File: src/rtl/synth_pkg.sv
// Shared types and constants for the song sequencer and synth voices.
// Just-intonation ratios are Q.20 fixed point.
package synth_pkg;

    localparam int FRAC_BITS = 20;
    localparam int NUM_TONES = 13;

    localparam logic [31:0] RATIO [NUM_TONES] = '{
        32'd1048576,
        32'd1118481,
        32'd1179648,
        32'd1258291,
        32'd1310720,
        32'd1398101,
        32'd1474560,
        32'd1572864,
        32'd1677721,
        32'd1747626,
        32'd1864135,
        32'd1966080,
        32'd2097152
    };

    typedef struct packed {
        logic [3:0] tone;
        logic [3:0] len;
        logic [2:0] cutoff;
    } song_step_t;

    typedef enum logic [2:0] {
        IDLE,
        FETCH,
        CALC,
        LOAD,
        HOLD
    } seq_state_t;

    // Tones above the ratio table are rests and produce silence.
    function automatic logic [31:0] note_freq(
        input logic [31:0] base,
        input logic [3:0]  tone
    );
        logic [63:0] prod;
        prod = '0;
        if (tone < 4'(NUM_TONES))
            prod = (64'(base) << FRAC_BITS) * 64'(RATIO[tone]);
        return 32'(prod >> FRAC_BITS);
    endfunction

endpackage

File: src/rtl/song_ram.sv
// Song memory: one write port, registered read port.
// A same-cycle write and read of one address returns the old entry.
module song_ram
    import synth_pkg::*;
#(
    parameter int STEPS = 16
) (
    input  logic                     clk,
    input  logic                     wr_en,
    input  logic [$clog2(STEPS)-1:0] wr_addr,
    input  song_step_t               wr_data,
    input  logic [$clog2(STEPS)-1:0] rd_addr,
    output song_step_t               rd_data
);

    song_step_t mem [STEPS];

    always_ff @(posedge clk) begin
        if (wr_en)
            mem[wr_addr] <= wr_data;
        rd_data <= mem[rd_addr];
    end

endmodule

File: src/rtl/song_sequencer.sv
// Hardware note player driving the synth voice frequencies and cutoff.
// Define SONG_SEQUENCER_LOOP_EN to repeat the song until stop or reset.
module song_sequencer
    import synth_pkg::*;
#(
    parameter int STEPS     = 16,
    parameter int VOICES    = 8,
    parameter int BASE_FREQ = 110,
    parameter int HALF_BEAT = 12000
) (
    input  logic                     clk,
    input  logic                     reset,
    input  logic                     start,
    input  logic                     stop,
    input  logic                     sample_tick,
    input  logic                     wr_en,
    input  logic [$clog2(STEPS)-1:0] wr_addr,
    input  logic [3:0]               wr_tone,
    input  logic [3:0]               wr_len,
    input  logic [2:0]               wr_cutoff,
    output logic [31:0]              frequencies [VOICES],
    output logic [2:0]               cutoff,
    output logic                     busy,
    output logic                     note_strobe,
    output logic [$clog2(STEPS)-1:0] step
);

    localparam int AW = $clog2(STEPS);
    localparam int HW = $clog2(15 * HALF_BEAT);

    seq_state_t      state, state_n;
    logic [AW-1:0]   step_n;
    logic [HW-1:0]   hold, hold_init;
    logic            load_en, clear_en, hold_dec, eos;
    logic [31:0]     note;
    song_step_t      wr_data, rd_data;

    assign wr_data = '{tone: wr_tone, len: wr_len, cutoff: wr_cutoff};

    song_ram #(.STEPS(STEPS)) u_ram (
        .clk     (clk),
        .wr_en   (wr_en),
        .wr_addr (wr_addr),
        .wr_data (wr_data),
        .rd_addr (step),
        .rd_data (rd_data)
    );

    assign note      = note_freq(32'(BASE_FREQ), rd_data.tone);
    assign hold_init = HW'(32'(rd_data.len) * 32'(HALF_BEAT) - 32'd1);
    assign busy      = (state != IDLE);

    always_comb begin
        state_n  = state;
        step_n   = step;
        load_en  = 1'b0;
        clear_en = 1'b0;
        hold_dec = 1'b0;
        eos      = 1'b0;
        if (stop && state != IDLE) begin
            state_n  = IDLE;
            clear_en = 1'b1;
        end else begin
            unique case (state)
                IDLE: begin
                    if (start && !stop) begin
                        state_n = FETCH;
                        step_n  = '0;
                    end
                end
                FETCH: state_n = CALC;
                CALC: begin
                    if (rd_data.len == 4'd0) begin
                        eos = 1'b1;
                    end else begin
                        state_n = LOAD;
                        load_en = 1'b1;
                    end
                end
                LOAD: state_n = HOLD;
                HOLD: begin
                    if (sample_tick) begin
                        if (hold != '0) begin
                            hold_dec = 1'b1;
                        end else if (step == AW'(STEPS - 1)) begin
                            eos = 1'b1;
                        end else begin
                            step_n  = step + 1'b1;
                            state_n = FETCH;
                        end
                    end
                end
                default: state_n = IDLE;
            endcase
            if (eos) begin
`ifdef SONG_SEQUENCER_LOOP_EN
                // A marker at step 0 would loop with no notes at all.
                if (state == CALC && step == '0) begin
                    state_n  = IDLE;
                    clear_en = 1'b1;
                end else begin
                    step_n  = '0;
                    state_n = FETCH;
                end
`else
                state_n  = IDLE;
                clear_en = 1'b1;
`endif
            end
        end
    end

    always_ff @(posedge clk) begin
        if (reset) begin
            state       <= IDLE;
            step        <= '0;
            hold        <= '0;
            cutoff      <= '0;
            note_strobe <= 1'b0;
            for (int v = 0; v < VOICES; v++)
                frequencies[v] <= '0;
        end else begin
            state       <= state_n;
            step        <= step_n;
            note_strobe <= load_en;
            if (load_en) begin
                hold   <= hold_init;
                cutoff <= rd_data.cutoff;
                for (int v = 0; v < VOICES; v++)
                    frequencies[v] <= note << (v % 3);
            end else if (clear_en) begin
                cutoff <= '0;
                for (int v = 0; v < VOICES; v++)
                    frequencies[v] <= '0;
            end else if (hold_dec) begin
                hold <= hold - 1'b1;
            end
        end
    end

endmodule

File: config.mk
export PLATFORM = sky130hd
export DESIGN_NAME = song_sequencer
export DESIGN_NICKNAME = d
export VERILOG_FILES = /design/src/rtl/synth_pkg.sv /design/src/rtl/song_ram.sv /design/src/rtl/song_sequencer.sv
export SDC_FILE = /design/constraint.sdc
export NUM_CORES = 1
export LEC_CHECK = 0
export CORE_AREA = 2 2 182 184
export DETAILED_ROUTE_END_ITERATION = 16
export DIE_AREA = 0 0 184 186
export PLACE_DENSITY = 0.86
export SYNTH_ARGS = -nofsm -noshare
export SYNTH_HDL_FRONTEND = slang
export SYNTH_SLANG_ARGS = --single-unit
File: constraint.sdc
create_clock -name clk -period 5.2 [get_ports clk]
set_input_delay 1.04 -clock clk [delete_from_list [all_inputs] [get_ports clk]]
set_output_delay 1.04 -clock clk [all_outputs]
set_load 0.05 [all_outputs]
======== Word level (Yosys, flattened, before mapping) ========
Memories as Yosys holds them, arrays and structs flattened. A register that Yosys moved wholly into a read port is not among the register bits.
Cells that the tools add are included.
word-level totals
  flip-flop bits (word level) ............. 278
  bits in writable memories ............... 176
  memory bits (read-only) ................. 512
  input bits .............................. 21
  output and inout bits ................... 265
  logic and storage cells ................. 87
  memories ................................ 2
cells by class
  add/sub/neg operators ................... 3
  multipliers ............................. 2
  order comparisons ....................... 2
  equal/unequal tests ..................... 11
  multiplexer cells ....................... 38
  bitwise gates (word level) .............. 2
  reduce and logical (&&, ||, !) cells .... 14
memories
  name             depth  bits a word  rd ports  clocked after Yosys merged registers in  wr ports  RTL line         RTL
  (no name shown)  16     32           1         0                                        0         synth_pkg.sv:46  prod = (64'(base) << FRAC_BITS) * 64'(RATIO[tone]);
  u_ram.mem        16     11           1         1                                        1         song_ram.sv:16   song_step_t mem [STEPS];
operator list
  kind                                                 number
  2-to-1 mux 256 bit                                   2
  2-to-1 mux 32 bit                                    2
  2-to-1 mux 18 bit                                    3
  2-to-1 mux 52 bit                                    1
  subtractor 18 x 1 -> 18 bit (second input constant)  2
  multiplier 6 x 32 -> 31 bit (first input constant)   1
  2-to-1 mux 3 bit                                     7
  nonzero test 18 bit                                  1
  2-to-1 mux 1 bit                                     16
  2-to-1 mux 4 bit                                     4
  case mux 3 bit (5 select lines)                      1
  multiplier 4 x 9 -> 13 bit (second input constant)   1
  != test 2 bit (second input constant)                6
  case mux 4 bit (2 select lines)                      1
  == test 3 x 2 -> 1 bit (second input constant)       2
  AND reduction 6 bit                                  1
  nonzero test 2 bit                                   3
  >= comparator 5 bit (second input constant)          1
  NOT 4 -> 5 bit                                       1
  AND reduction 5 bit                                  1
  adder 4 x 1 -> 4 bit (second input constant)         1
  == test 4 bit (second input constant)                1
  zero test 4 bit                                      1
  less-than comparator 4 bit (second input constant)   1
  other kinds (10)                                     11

======== Logic depth before layout (Yosys ltp) ========
  depth after elaboration ................. 10
  mapped depth ............................ 21
  mapped depth without buffers ............ 21

======== Cells and area by module ========
A second synthesis with hierarchy kept.
unflattened totals
  cells, all modules ...................... 1301
  area, all modules ....................... 15110.7 µm²
modules (own cells, without submodules)
  module          instances  cells each  area an instance (µm²)  seq. area each (µm²)
  song_sequencer  1          996         8112.8                  1161.1
  song_ram        1          305         6998.0                  5505.3

======== Worst setup path before layout ========
OpenSTA, ideal clock, no wires.
  path kind ............................... register to register
  start ................................... register, netlist name u_ram.rd_data[9]
  end ..................................... register frequencies[123] in the netlist's numbering
  library setup time ...................... 0.062 ns
  arrival time ............................ 5.069 ns
  required time ........................... 5.138 ns
  slack ................................... 0.069 ns
  cell stages (with the launch flop) ...... 21
  buffers on the path ..................... 1
  period minus slack after synthesis ...... 5.131 ns
  cells stage by stage .................... dfxtp_1 -> clkbuf_1 -> nor2_1 -> a21oi_1 -> o22ai_1 -> inv_1 -> fa_1 -> inv_1 -> fa_1 -> inv_1 -> fa_1 -> inv_1 -> ha_1 -> o21ai_0 -> a21boi_0 -> o2111a_1 -> a21oi_1 -> a31oi_1 -> a211oi_1 -> or4_1 -> nand3_1
between the ends
  word-level cells in the longest chain between the ends .. 7
  elaborated cells on any way between the ends .. 8
  those cells by class .................... mul (1); order compare (1); mux (4); bitwise (1); memory (1)
RTL lines
  item                                                   RTL line               RTL
  NOT 4 -> 5 bit (implied by the code)                   synth_pkg.sv:46
  memory read (16 x 32 bit)                              --
  2-to-1 mux 32 bit (implied by the code) (2 in series)  synth_pkg.sv:46
  multiplier 6 x 32 -> 31 bit                            synth_pkg.sv:46
  2-to-1 mux 52 bit *                                    synth_pkg.sv:45        if (tone < 4'(NUM_TONES))
  2-to-1 mux 256 bit *                                   song_sequencer.sv:126  if (load_en) begin
  to (signal, indexed assignment)                        song_sequencer.sv:130  frequencies[v] <= note << (v % 3);
  to (decl)                                              song_sequencer.sv:21   output logic [31:0] frequencies [VOICES],
Mark *: on every way between the ends. The rest lies on a longest branch, timed or not. The select of a mux whose other input is x is not followed.
A chain may end at the register's enable or synchronous reset.

======== Final worst setup path ========
  start ................................... register, netlist name u_ram.rd_data[8]
  end ..................................... register frequencies[122] in the netlist's numbering
between the ends
  word-level cells in the longest chain between the ends .. 7
  elaborated cells on any way between the ends .. 8
  those cells by class .................... mul (1); order compare (1); mux (4); bitwise (1); memory (1)
RTL lines
  item                                                   RTL line
  NOT 4 -> 5 bit (implied by the code)                   synth_pkg.sv:46
  memory read (16 x 32 bit)                              --
  2-to-1 mux 32 bit (implied by the code) (2 in series)  synth_pkg.sv:46
  multiplier 6 x 32 -> 31 bit                            synth_pkg.sv:46
  2-to-1 mux 52 bit *                                    synth_pkg.sv:45
  2-to-1 mux 256 bit *                                   song_sequencer.sv:126
Marks and branches as above.

==> out/summary.txt <==
outcome: completed
Largest stage delay, worst path: 520 ps
crit end category: register
Pleak: 6.70 nW
Yosys warnings: 0
Worst Path Buf+Inv: 4
clk_skew: 9.74 ps
Area after DPL: 0.0169 sq mm
global route overflow: 0
IO Port Bufs: 261
Num CTS Buffers: 26
FF-to-FF setup slack: 250 ps
pwr dens: 336 mW/mm^2
Initial Utilization: 47.6%
CP delay by family, top: adder cells
critical path's slowest cell: fa_1
endpoints failing hold: 0
Final period util: 95.2%
Clock Latency Late Sink: 550 ps
initial antenna violation count: 0
Max Cap Viol: 0
final hold slack: 497 ps
Crit Path Category: register to register
Setup crit start kind: register
Final Instance Area: 0.0178 sq mm
residual DRC count: 0
post-synth top area share: 34.4%
reg-to-reg critical path startpoint: u_ram.rd_data[8]
worst slew pin tran: 1090 ps
Vias/cell: 5.37
htree depth: 1
Max VDD drop: 0.553 mV
Critical Path Start: u_ram.rd_data[8]
vias in the first global route: 9804
largest net degree at the start of global routing: 47
slew margin rel.: 27.0%
Detailed Routing Iterations Pass 1: 5
IO Pins: 286
critical path depth: 19
CP endpoint: frequencies[122]
CP cell instances: inv_2 > ha_1 > a21oi_2 > o22ai_2 > buf_4 > fa_1 > fa_1 > inv_1 > fa_1 > inv_1 > ha_2 > nand3_1 > or4_4 > nor3_2 > nor2_1 > a211oi_2 > nor3_1 > xor2_1 > o21ai_0
Hold Crit Class: register to register
GRT Overall Usage: 19.0%
initial DRC count: 735
Slew Viols, Final: 0
Seq cells post-synth: 245
arrival time at the worst endpoint: 5420 ps
Post-Place Setup Slack: -122 ps
Worst path most repeated cell: fa_1
Post-CTS Hold Fix Bufs: 0
synth top area cells: edfxtp_1 34%, buf_4 11%, dfxtp_1 9.0%
area added between synthesis and finish: 16.2%
Mapped Cells: 1389
Setup-failing EPs final: 0
DIE HEIGHT: 186 um
Die Span X: 184 um
Clock transition at path regs: 60 ps
filler cell count in the final layout: 2656
maximum fanout along the worst path: 8
core footprint: 0.0322 sq mm
fmax: 202 MHz
Final min period: 4950 ps
Synth area leader: edfxtp_1
setup ws final: 252 ps
Final ANT Viol Nets: 0
mapped cell area: 0.0153 sq mm
gp weighted congestion: 0.882
Nets: 1625
register area share after synthesis: 43.5%
area of the multi-input gates: 0.00643 sq mm
HPWL after detailed placement: 25.0 mm
cell row count: 66
die area: 0.0342 sq mm
CTS Root Cell: clkbuf_16
top_reg_cell synth: edfxtp_1
DR WL/cell: 17.9 um
number of synthesized flops with an enable pin: 176
Antenna diodes: 0
routed wire length: 33.9 mm
CTS max path bufs: 3
clk sinks: 245
via count: 10200
RSZ-0062 raised after global routing: false
Synth async-reset ratio: 0%
proportion of layout cells with a drive suffix above 1: 9.27%
CTS tree: done
register area: 0.00668 sq mm
mean area per synthesized cell: 11.0 sq um
Worst EP required: 5670 ps
first-pass GRT wire length: 51.3 mm
total power: 5.99 mW
Reg2Reg Depth: 19
reg2reg end: frequencies[122]
Distinct cells, synth: 73
state kept, by name, summed over array words and instances (netlist names):
| signal | flops |
|---|---|
| u_ram.mem | 176 |
| frequencies | 29 |
| hold | 18 |
| u_ram.rd_data | 11 |
| step | 4 |
| cutoff | 3 |
| state | 3 |
| note_strobe | 1 |
worst min-delay path by stage:
stage,startpoint,to,slack [ps],cells past startpoint
2_1_floorplan,u_ram.rd_data[0],cutoff[0],460,2
3_3_place_gp,u_ram.rd_data[1],cutoff[1],470,2
3_5_place_dp,u_ram.rd_data[0],cutoff[0],480,2
4_1_cts,u_ram.rd_data[0],cutoff[0],500,2
5_1_grt,u_ram.rd_data[1],cutoff[1],560,2
6_report,u_ram.rd_data[0],cutoff[0],500,2
cells in the final DEF (no fill, tap or decap), drive strengths merged, types with 31 or more instances in the layout:
master,netlist,final
ha,86,86
nor2,80,80
edfxtp,176,176
mux2i,34,34
buf,232,34
nand2,66,66
fa,49,49
clkdlybuf4s50,1,260
xnor2,36,36
clkbuf,33,31
a21oi,63,63
dfxtp,69,69
o21ai,58,58
inv,133,134
worst register-to-register path, cell delays in order, from the launching register on:
cell and delay [ps]:
dfxtp_1 400, inv_2 100, ha_1 230, a21oi_2 190
o22ai_2 160, buf_4 210, fa_1 480, fa_1 490
inv_1 50, fa_1 520, inv_1 40, ha_2 360
nand3_1 140, or4_4 510, nor3_2 220, nor2_1 90
a211oi_2 300, nor3_1 100, xor2_1 140, o21ai_0 130
metal layers:
layer	part of all wire [%]	routed length, um	GRT usage (%)
met5	0	0	0
met3	6.4	2170	2.25
met4	2.8	945	6.14
met1	39	13100	22.4
met2	52	17700	35.7
through the flow:
step / std cells / setup TNS [ps] / util, %
detailed placement: 1848 / -393 / 52.4
finish: 1896 / 0 / 55.3
CTS: 1895 / 0 / 55.1
global placement: 1848 / 0 / 52.4
floorplan: 1413 / 0 / -
global route: 1896 / 0 / 55.3
report_power, final:
group	switching, mW	internal (mW)	leakage [nW]
clock	0.770	1.07	0.403
combinational	1.22	0.641	4.15
sequential	0.110	2.18	2.15
total	2.10	3.89	6.70
final cells by class:
class | count | area share [%]
flip-flops and latches | 245 | 37.5
multi-input cells | 769 | 36.1
clock inverters | 16 | 1.05
well taps | 408 | 2.86
repair buffers | 294 | 16.0
inverters | 133 | 2.80
clock buffers | 31 | 3.76
synthesized netlist by cell type (all sizes together) (11+ instances only):
cell type,instances
buf,232
edfxtp,176
inv,133
ha,86
nor2,80
dfxtp,69
nand2,66
a21oi,63
o21ai,58
fa,49
xnor2,36
mux2i,34
clkbuf,33
a22oi,30
mux4,22
xor2,22
nand3,20
nor3,20
a211oi,18
a221oi,11
mux2,11
nor2b,11
cell families (layout without fill, tap and decap cells):
group,after synthesis,count (layout),synth area share [%]
compound gates,229,229,9.50
xor+xnor,58,58,3.31
fa+ha+maj,135,135,13.4
buf+inv,399,474,15.8
flops,245,245,43.5
mux,67,67,6.26
other cells,2,26,0.0489
simple gates,254,254,8.25
what timing repair did:
action,4_1_cts,5_1_grt
setup buffers,0,1
pin swaps,0,2
endpoints found under the setup margin,4,7
resized for setup,4,22
Power figures use the tool's default switching activity.
